File: src/rtl/mips_isa_pkg.sv
// Shared MIPS ISA definitions: descriptor kinds, opcode/func constants and field positions.
// Used by the instruction encoder/loader and intended for the control decoder as well.
package mips_isa_pkg;

    localparam int unsigned WORD_W = 32;
    localparam int unsigned KIND_W = 4;
    localparam int unsigned OP_W   = 6;
    localparam int unsigned REG_W  = 5;
    localparam int unsigned SH_W   = 5;
    localparam int unsigned FUNC_W = 6;
    localparam int unsigned IMM_W  = 16;
    localparam int unsigned TGT_W  = 26;

    localparam int unsigned OP_LSB   = 26;
    localparam int unsigned RS_LSB   = 21;
    localparam int unsigned RT_LSB   = 16;
    localparam int unsigned RD_LSB   = 11;
    localparam int unsigned SH_LSB   = 6;
    localparam int unsigned FUNC_LSB = 0;
    localparam int unsigned IMM_LSB  = 0;
    localparam int unsigned TGT_LSB  = 0;

    typedef enum logic [KIND_W-1:0] {
        K_RALU    = 4'd0,
        K_SHIFT   = 4'd1,
        K_JR      = 4'd2,
        K_ADDI    = 4'd3,
        K_ADDIU   = 4'd4,
        K_ANDI    = 4'd5,
        K_ORI     = 4'd6,
        K_XORI    = 4'd7,
        K_BEQ     = 4'd8,
        K_BNE     = 4'd9,
        K_LW      = 4'd10,
        K_SW      = 4'd11,
        K_J       = 4'd12,
        K_JAL     = 4'd13,
        K_NOP     = 4'd14,
        K_ILLEGAL = 4'd15
    } kind_e;

    localparam logic [OP_W-1:0] OP_RTYPE = 6'b000000;
    localparam logic [OP_W-1:0] OP_J     = 6'b000010;
    localparam logic [OP_W-1:0] OP_JAL   = 6'b000011;
    localparam logic [OP_W-1:0] OP_BEQ   = 6'b000100;
    localparam logic [OP_W-1:0] OP_BNE   = 6'b000101;
    localparam logic [OP_W-1:0] OP_ADDI  = 6'b001000;
    localparam logic [OP_W-1:0] OP_ADDIU = 6'b001001;
    localparam logic [OP_W-1:0] OP_ANDI  = 6'b001100;
    localparam logic [OP_W-1:0] OP_ORI   = 6'b001101;
    localparam logic [OP_W-1:0] OP_XORI  = 6'b001110;
    localparam logic [OP_W-1:0] OP_LW    = 6'b100011;
    localparam logic [OP_W-1:0] OP_SW    = 6'b101011;

    localparam logic [FUNC_W-1:0] F_SLL = 6'b000000;
    localparam logic [FUNC_W-1:0] F_SRL = 6'b000010;
    localparam logic [FUNC_W-1:0] F_SRA = 6'b000011;
    localparam logic [FUNC_W-1:0] F_JR  = 6'b001000;

    // I-type word assembly {op, rs, rt, imm}
    function automatic logic [WORD_W-1:0] enc_itype(
        input logic [OP_W-1:0]  op,
        input logic [REG_W-1:0] rs,
        input logic [REG_W-1:0] rt,
        input logic [IMM_W-1:0] imm
    );
        logic [WORD_W-1:0] w;
        w = '0;
        w[OP_LSB +: OP_W]   = op;
        w[RS_LSB +: REG_W]  = rs;
        w[RT_LSB +: REG_W]  = rt;
        w[IMM_LSB +: IMM_W] = imm;
        return w;
    endfunction

endpackage

File: src/rtl/instr_encoder.sv
// Combinational descriptor -> 32-bit MIPS word encoder; flags illegal kinds and shift funcs.
module instr_encoder
    import mips_isa_pkg::*;
(
    input  logic [KIND_W-1:0] kind_i,
    input  logic [FUNC_W-1:0] func_i,
    input  logic [REG_W-1:0]  rs_i,
    input  logic [REG_W-1:0]  rt_i,
    input  logic [REG_W-1:0]  rd_i,
    input  logic [SH_W-1:0]   shamt_i,
    input  logic [IMM_W-1:0]  imm_i,
    input  logic [TGT_W-1:0]  target_i,
    output logic [WORD_W-1:0] word_o,
    output logic              illegal_o
);

    always_comb begin
        word_o    = '0;
        illegal_o = 1'b0;
        case (kind_e'(kind_i))
            K_RALU: begin
                word_o[OP_LSB +: OP_W]     = OP_RTYPE;
                word_o[RS_LSB +: REG_W]    = rs_i;
                word_o[RT_LSB +: REG_W]    = rt_i;
                word_o[RD_LSB +: REG_W]    = rd_i;
                word_o[FUNC_LSB +: FUNC_W] = func_i;
            end
            K_SHIFT: begin
                if (func_i == F_SLL || func_i == F_SRL || func_i == F_SRA) begin
                    word_o[RT_LSB +: REG_W]    = rt_i;
                    word_o[RD_LSB +: REG_W]    = rd_i;
                    word_o[SH_LSB +: SH_W]     = shamt_i;
                    word_o[FUNC_LSB +: FUNC_W] = func_i;
                end else begin
                    illegal_o = 1'b1;
                end
            end
            K_JR: begin
                word_o[RS_LSB +: REG_W]    = rs_i;
                word_o[FUNC_LSB +: FUNC_W] = F_JR;
            end
            K_ADDI:  word_o = enc_itype(OP_ADDI,  rs_i, rt_i, imm_i);
            K_ADDIU: word_o = enc_itype(OP_ADDIU, rs_i, rt_i, imm_i);
            K_ANDI:  word_o = enc_itype(OP_ANDI,  rs_i, rt_i, imm_i);
            K_ORI:   word_o = enc_itype(OP_ORI,   rs_i, rt_i, imm_i);
            K_XORI:  word_o = enc_itype(OP_XORI,  rs_i, rt_i, imm_i);
            K_BEQ:   word_o = enc_itype(OP_BEQ,   rs_i, rt_i, imm_i);
            K_BNE:   word_o = enc_itype(OP_BNE,   rs_i, rt_i, imm_i);
            K_LW:    word_o = enc_itype(OP_LW,    rs_i, rt_i, imm_i);
            K_SW:    word_o = enc_itype(OP_SW,    rs_i, rt_i, imm_i);
            K_J: begin
                word_o[OP_LSB +: OP_W]   = OP_J;
                word_o[TGT_LSB +: TGT_W] = target_i;
            end
            K_JAL: begin
                word_o[OP_LSB +: OP_W]   = OP_JAL;
                word_o[TGT_LSB +: TGT_W] = target_i;
            end
            K_NOP:     word_o    = '0;
            K_ILLEGAL: illegal_o = 1'b1;
            default:   illegal_o = 1'b1;
        endcase
    end

endmodule

File: src/rtl/instr_encode_loader.sv
// Streams decoded instruction descriptors, encodes them and writes the words
// sequentially into instruction memory through a single-entry output register.
module instr_encode_loader
    import mips_isa_pkg::*;
#(
    parameter int unsigned ADDR_W = 32,
    parameter int unsigned DEPTH  = 256
) (
    input  logic                       clk,
    input  logic                       rst_n,
    input  logic                       start,
    input  logic [ADDR_W-1:0]          base_addr,
    input  logic                       in_valid,
    output logic                       in_ready,
    input  logic                       in_last,
    input  logic [KIND_W-1:0]          in_kind,
    input  logic [FUNC_W-1:0]          in_func,
    input  logic [REG_W-1:0]           in_rs,
    input  logic [REG_W-1:0]           in_rt,
    input  logic [REG_W-1:0]           in_rd,
    input  logic [SH_W-1:0]            in_shamt,
    input  logic [IMM_W-1:0]           in_imm,
    input  logic [TGT_W-1:0]           in_target,
    output logic                       imem_we,
    input  logic                       imem_ready,
    output logic [ADDR_W-1:0]          imem_addr,
    output logic [WORD_W-1:0]          imem_wdata,
    output logic                       busy,
    output logic                       done,
    output logic                       err,
    output logic                       ovf,
    output logic [$clog2(DEPTH+1)-1:0] count
);

    localparam int unsigned CW = $clog2(DEPTH + 1);

    localparam logic [1:0] S_IDLE  = 2'd0;
    localparam logic [1:0] S_RUN   = 2'd1;
    localparam logic [1:0] S_DRAIN = 2'd2;
    localparam logic [1:0] S_FIN   = 2'd3;

    logic [1:0]        state_q, state_d;
    logic [ADDR_W-1:0] addr_q, addr_d;
    logic [WORD_W-1:0] wdata_q, wdata_d;
    logic              we_q, we_d;
    logic [CW-1:0]     count_q, count_d;
    logic              err_q, err_d;
    logic              ovf_q, ovf_d;
    logic              done_q, done_d;
    logic              busy_q, busy_d;

    logic [WORD_W-1:0] enc_word;
    logic              enc_illegal;
    logic              wr_done;
    logic              accept;
    logic [CW:0]       committed;
    logic              full;

    instr_encoder u_enc (
        .kind_i    (in_kind),
        .func_i    (in_func),
        .rs_i      (in_rs),
        .rt_i      (in_rt),
        .rd_i      (in_rd),
        .shamt_i   (in_shamt),
        .imm_i     (in_imm),
        .target_i  (in_target),
        .word_o    (enc_word),
        .illegal_o (enc_illegal)
    );

    // Output register frees up in the same cycle it drains, so no bubble
    assign in_ready  = (state_q == S_RUN) && (!we_q || imem_ready);
    assign accept    = in_valid && in_ready;
    assign wr_done   = we_q && imem_ready;
    assign committed = {1'b0, count_q} + (CW+1)'(we_q);
    assign full      = committed >= (CW+1)'(DEPTH);

    always_ff @(posedge clk or negedge rst_n) begin
        if (!rst_n) begin
            state_q <= S_IDLE;
            addr_q  <= '0;
            wdata_q <= '0;
            we_q    <= 1'b0;
            count_q <= '0;
            err_q   <= 1'b0;
            ovf_q   <= 1'b0;
            done_q  <= 1'b0;
            busy_q  <= 1'b0;
        end else begin
            state_q <= state_d;
            addr_q  <= addr_d;
            wdata_q <= wdata_d;
            we_q    <= we_d;
            count_q <= count_d;
            err_q   <= err_d;
            ovf_q   <= ovf_d;
            done_q  <= done_d;
            busy_q  <= busy_d;
        end
    end

    always_comb begin
        state_d = state_q;
        addr_d  = addr_q;
        wdata_d = wdata_q;
        we_d    = we_q;
        count_d = count_q;
        err_d   = err_q;
        ovf_d   = ovf_q;

        if (wr_done) begin
            addr_d  = addr_q + ADDR_W'(4);
            count_d = count_q + CW'(1);
            we_d    = 1'b0;
        end

        case (state_q)
            S_IDLE: begin
                if (start) begin
                    addr_d  = base_addr & ~ADDR_W'(3);
                    count_d = '0;
                    err_d   = 1'b0;
                    ovf_d   = 1'b0;
                    we_d    = 1'b0;
                    state_d = S_RUN;
                end
            end
            S_RUN: begin
                if (accept) begin
                    // Once DEPTH words are written or pending, descriptors are swallowed
                    if (full) begin
                        ovf_d = 1'b1;
                    end else begin
                        wdata_d = enc_word;
                        we_d    = 1'b1;
                        if (enc_illegal) begin
                            err_d = 1'b1;
                        end
                    end
                    if (in_last) begin
                        state_d = S_DRAIN;
                    end
                end
            end
            S_DRAIN: begin
                if (!we_q || imem_ready) begin
                    state_d = S_FIN;
                end
            end
            S_FIN:   state_d = S_IDLE;
            default: state_d = S_IDLE;
        endcase

        done_d = (state_d == S_FIN);
        busy_d = (state_d != S_IDLE);
    end

    assign imem_we    = we_q;
    assign imem_addr  = addr_q;
    assign imem_wdata = wdata_q;
    assign count      = count_q;
    assign err        = err_q;
    assign ovf        = ovf_q;
    assign done       = done_q;
    assign busy       = busy_q;

endmodule

File: config.mk
export PLATFORM = sky130hd
export DESIGN_NAME = instr_encode_loader
export DESIGN_NICKNAME = d
export VERILOG_FILES = /design/src/rtl/mips_isa_pkg.sv /design/src/rtl/instr_encoder.sv /design/src/rtl/instr_encode_loader.sv
export SDC_FILE = /design/constraint.sdc
export NUM_CORES = 1
export LEC_CHECK = 0
export BUFFER_PORTS_ARGS = -buffer_cell sky130_fd_sc_hd__buf_2
export CORE_AREA = 2 2 97 99
export CTS_CLUSTER_SIZE = 16
export DETAILED_ROUTE_END_ITERATION = 16
export DIE_AREA = 0 0 99 101
export GPL_TIMING_DRIVEN = 0
export PLACE_DENSITY_LB_ADDON = 0.1
export SLEW_MARGIN = 5
export SYNTH_ARGS = -nofsm -noshare
export SYNTH_HDL_FRONTEND = slang
export SYNTH_SLANG_ARGS = --single-unit
File: constraint.sdc
create_clock -name clk -period 2.6 [get_ports clk]
set_input_delay 0.13 -clock clk [delete_from_list [all_inputs] [get_ports clk]]
set_output_delay 0.13 -clock clk [all_outputs]
set_load 0.05 [all_outputs]
==> results.py <==
metrics = {
    "status": {
        "outcome": "complete, no violations",
    },
    "global_route": {
        "grt_max_degree": 64,
        "use_met1_pct": 31.10,
        "grt-ovfl-total": 0,
        "grt-busiest-layer": "met2",
        "antenna_found_initial": 0,
        "grt_use_met3_pct": 4.230,
        "track_usage_pct": 24.47,
        "grt_pass1_vias": 4126,
        "grt_pass1_wl_um": 19650,
        "met2_usage_pct": 41.84,
    },
    "final_layout": {
        "drive_gt1_share_pct": 34.66,
        "area_growth_syn_to_layout_pct": 34.11,
        "n_fill_cell": 785,
        "diodes": 0,
        "fin_area_um2": 5662,
        "post-route-util_pct": 63.07,
        "fin_nets": 760,
    },
    "setup_path": {
        "worstPathMaxFanout": 8,
        "end_kind": "flip-flop",
        "rr_worst_depth": 6,
        "cp_data_required_time_ns": 2.86,
        "critPathKind": "flip-flop to flip-flop",
        "setup.worst_path.start_class": "flip-flop",
        "arrival_ns": 2.34,
    },
    "cts": {
        "clockBufferDepth": 2,
        "clk_pin_slew_ns": 0.08,
        "tritoncts": "yes",
        "htree_levels": 3,
        "clk_latency_ns": 0.35,
        "postCtsSetupBuffers": 0,
        "root_buffer": "clkbuf_8",
        "numCtsBuffers": 9,
        "post_cts_resized": 0,
        "cts.hold.buffers_added": 12,
        "cts.sinks": 77,
    },
    "sta": {
        "finalClockSkew_ns": 0.006990,
        "relSlewSlack_pct": 47.33,
        "setup_viol": 0,
        "fmax_ghz": 0.4830,
        "finalCriticalPeriod_ns": 2.071,
        "hold_viol_final": 0,
        "finalCritPeriodShare_pct": 79.64,
        "rsz0062_at_grt": "false",
        "setup_tns_ns": 0,
        "worst_pin_slew_ns": 0.7829,
        "drv_slew": 0,
        "holdWs_ns": 0.01041,
    },
    "yosys": {
        "synth-seq-area-share_pct": 45.64,
        "synth-edff-count": 0,
        "avgSynthCellArea_um2": 9.594,
        "ys.flop_type": "dfrtp_1",
        "yosys.area_share.adder_pct": 0.5928,
        "synth_compound_area_share_pct": 20.51,
        "synthXorXnorAreaFrac_pct": 3.942,
        "synth_top_area_share_pct": 45.64,
        "async_flop_share_pct": 100.0,
        "synthSimpleGateAreaFrac_pct": 21.43,
        "synth.mux.area_fraction_pct": 3.438,
        "synth_top_family_by_area": "simple AND/OR/NAND/NOR gates",
        "synth_seq_cells": 77,
        "synthDistinctLibCells": 51,
        "netlist_top_cells_area": "dfrtp_1, o21ai_0, nor2_1, mux2_2, nand2_1",
        "netlist_area_um2": 4222,
        "yosys_warnings": 0,
        "synthCells": 440,
        "synth_top_area_cell": "dfrtp_1",
    },
    "power_and_ir_drop": {
        "p_comb_share_pct": 52.8,
        "pwr_density_cell_nw_per_um2": 1212,
        "vdd_ir_drop_max_mv": 0.7172,
        "cellLeakagePower_uw": 0.002607,
        "swShare_pct": 52.40,
        "pwr-share-clk_pct": 15.4,
        "p_sw_uw": 3596,
        "power_frac_seq_pct": 31.8,
        "internal_power_uw": 3267,
    },
    "routing": {
        "vias_per_cell": 5.616,
        "wl_um": 12240,
        "wl_per_cell_um": 16.05,
        "firstDrtPassIters": 4,
        "drc": 0,
        "ant_nets": 0,
        "drt_iter0_markers": 172,
        "vias": 4285,
    },
    "floorplanning": {
        "start_util_pct": 47.02,
        "rows": 35,
        "core_um2": 8977,
        "ios": 189,
        "die_h_um": 101,
        "dieArea_um2": 9999,
        "fp.dieW_um": 99,
    },
    "worst_hold_path": {
        "hold_path_depth": 3,
        "hold_class": "input port to flip-flop",
    },
    "placement": {
        "gp_congestion": 0.8411,
        "io_buffers": 182,
        "hpwl_um": 9214,
        "placed_cell_area_um2": 5309,
    },
    "run": {
        "maxCapViolations": 0,
    },
}
-- through the flow --
| step | cells | power [µW] | worst slack (ns) |
|---|---|---|---|
| 2_1_floorplan | 442 | 4840 | 0.3871 |
| 3_3_place_gp | 735 | 5744 | 0.6036 |
| 3_5_place_dp | 736 | 5820 | 0.5546 |
| 4_1_cts | 763 | 6905 | 0.5383 |
| 5_1_grt | 763 | 7238 | 0.3788 |
| 6_report | 763 | 6864 | 0.5294 |
-- cell usage after synthesis, types with 2 or more instances --
| master | instances |
|---|---|
| nand3_1 | 14 |
| nor3_1 | 7 |
| mux2_2 | 12 |
| buf_6 | 2 |
| clkbuf_1 | 18 |
| nor2_1 | 36 |
| o2bb2ai_1 | 13 |
| a222oi_1 | 8 |
| o41ai_1 | 2 |
| and2_1 | 7 |
| and3b_1 | 2 |
| a22o_1 | 10 |
| ha_1 | 2 |
| nand2b_1 | 4 |
| and4_1 | 4 |
| or3_1 | 9 |
| buf_4 | 3 |
| xor2_1 | 8 |
| dfrtp_1 | 77 |
| inv_1 | 10 |
| a32oi_1 | 2 |
| nor4_1 | 6 |
| or4_1 | 13 |
| a31oi_1 | 18 |
| nor3b_1 | 6 |
| xnor2_1 | 11 |
| nand4_1 | 11 |
| a221o_1 | 6 |
| and3_1 | 4 |
| buf_2 | 6 |
| o31ai_1 | 14 |
| nand2_1 | 33 |
| o21ai_0 | 32 |
| a21oi_1 | 11 |
| nor2b_1 | 3 |
-- power groups by stage --
stage                     registers, µW  clock network (µW)  logic [µW]
after floorplan                    3790                   0        1050
after global placement             2180                   0        3570
after detailed placement           2200                   0        3620
after CTS                          2190                1080        3640
after global routing               2270                1130        3840
final                              2180                1060        3620
-- cells in the final DEF, fill, tap and decap left out, types with 4 or more instances in the layout --
| master | netlist | routed |
|---|---|---|
| dfrtp_1 | 77 | 77 |
| nor4_1 | 6 | 6 |
| a222oi_1 | 8 | 8 |
| o2bb2ai_1 | 13 | 13 |
| buf_2 | 6 | 187 |
| a221o_1 | 6 | 6 |
| clkbuf_8 | 0 | 12 |
| and2_1 | 7 | 7 |
| a21oi_1 | 11 | 11 |
| dlygate4sd3_1 | 0 | 12 |
| clkbuf_1 | 18 | 18 |
| nand4_1 | 11 | 11 |
| o21ai_0 | 32 | 32 |
| and3_1 | 4 | 4 |
| nand2b_1 | 4 | 4 |
| mux2_2 | 12 | 12 |
| nor3_1 | 7 | 7 |
| nor3b_1 | 6 | 6 |
| and4_1 | 4 | 4 |
| nor2_1 | 36 | 36 |
| xnor2_1 | 11 | 11 |
| nand2_1 | 33 | 33 |
| buf_4 | 3 | 4 |
| or3_1 | 9 | 9 |
| nand3_1 | 14 | 14 |
| xor2_1 | 8 | 8 |
| or4_1 | 13 | 13 |
| a31oi_1 | 18 | 18 |
| o31ai_1 | 14 | 14 |
| inv_1 | 10 | 10 |
| a22o_1 | 10 | 10 |
-- cell families (layout without fill, tap and decap cells) --
group | after synthesis | in the layout
AND/OR/NAND/NOR | 166 | 166
AO/OA/AOI/OAI | 122 | 122
flip-flops | 77 | 77
buffers and inverters | 40 | 250
XOR/XNOR | 19 | 19
multiplexers | 13 | 13
adder cells (fa/ha/maj) | 2 | 2
other | 1 | 3
-- path summary, 6_finish.rpt --
kind | start | endpoint | slack, ns
max | imem_addr[2]$_DFF_PN0_ | imem_addr[18]$_DFF_PN0_ | 0.53
min reg2reg | imem_wdata[16]$_DFFE_PN0P_ | imem_wdata[16]$_DFFE_PN0P_ | 0.49
max in group asynchronous | rst_n | imem_addr[18]$_DFF_PN0_ | 1.84
max reg2reg | imem_addr[2]$_DFF_PN0_ | imem_addr[18]$_DFF_PN0_ | 0.53
min | base_addr[11] | imem_addr[11]$_DFF_PN0_ | 0.01
min in group asynchronous | rst_n | imem_addr[9]$_DFF_PN0_ | 0.18
-- final cells by class --
cell class | instances | area (µm²) | share of cell area [%]
inverters | 10 | 37.54 | 0.6630
clock inverters | 3 | 67.56 | 1.193
repair buffers | 195 | 1061 | 18.74
flip-flops and latches | 77 | 1927 | 34.03
multi-input cells | 325 | 2118 | 37.41
well taps | 111 | 138.9 | 2.453
clock buffers | 12 | 165.2 | 2.917
plain buffers | 30 | 146.4 | 2.586
-- per-layer routing --
metal,wire (µm),up-vias
met5,0,-
met4,241,0
met3,877,21
met2,6115,204
met1,5008,1987
li1,-,2073
-- worst max-delay path: stages, from the launching register on --
cell and delay [ns]:
dfrtp_1 0.43, ha_1 0.20, nand2_1 0.12, or3_1 0.34, buf_2 0.19, or4_1 0.52
a31oi_1 0.18
-- sequential cells by signal (all words and copies together), names as in the netlist --
signal	cells
busy	1
count	9
done	1
err	1
imem_addr	30
imem_wdata	31
imem_we	1
ovf	1
state_q	2
(Power assumes the default switching activity.)
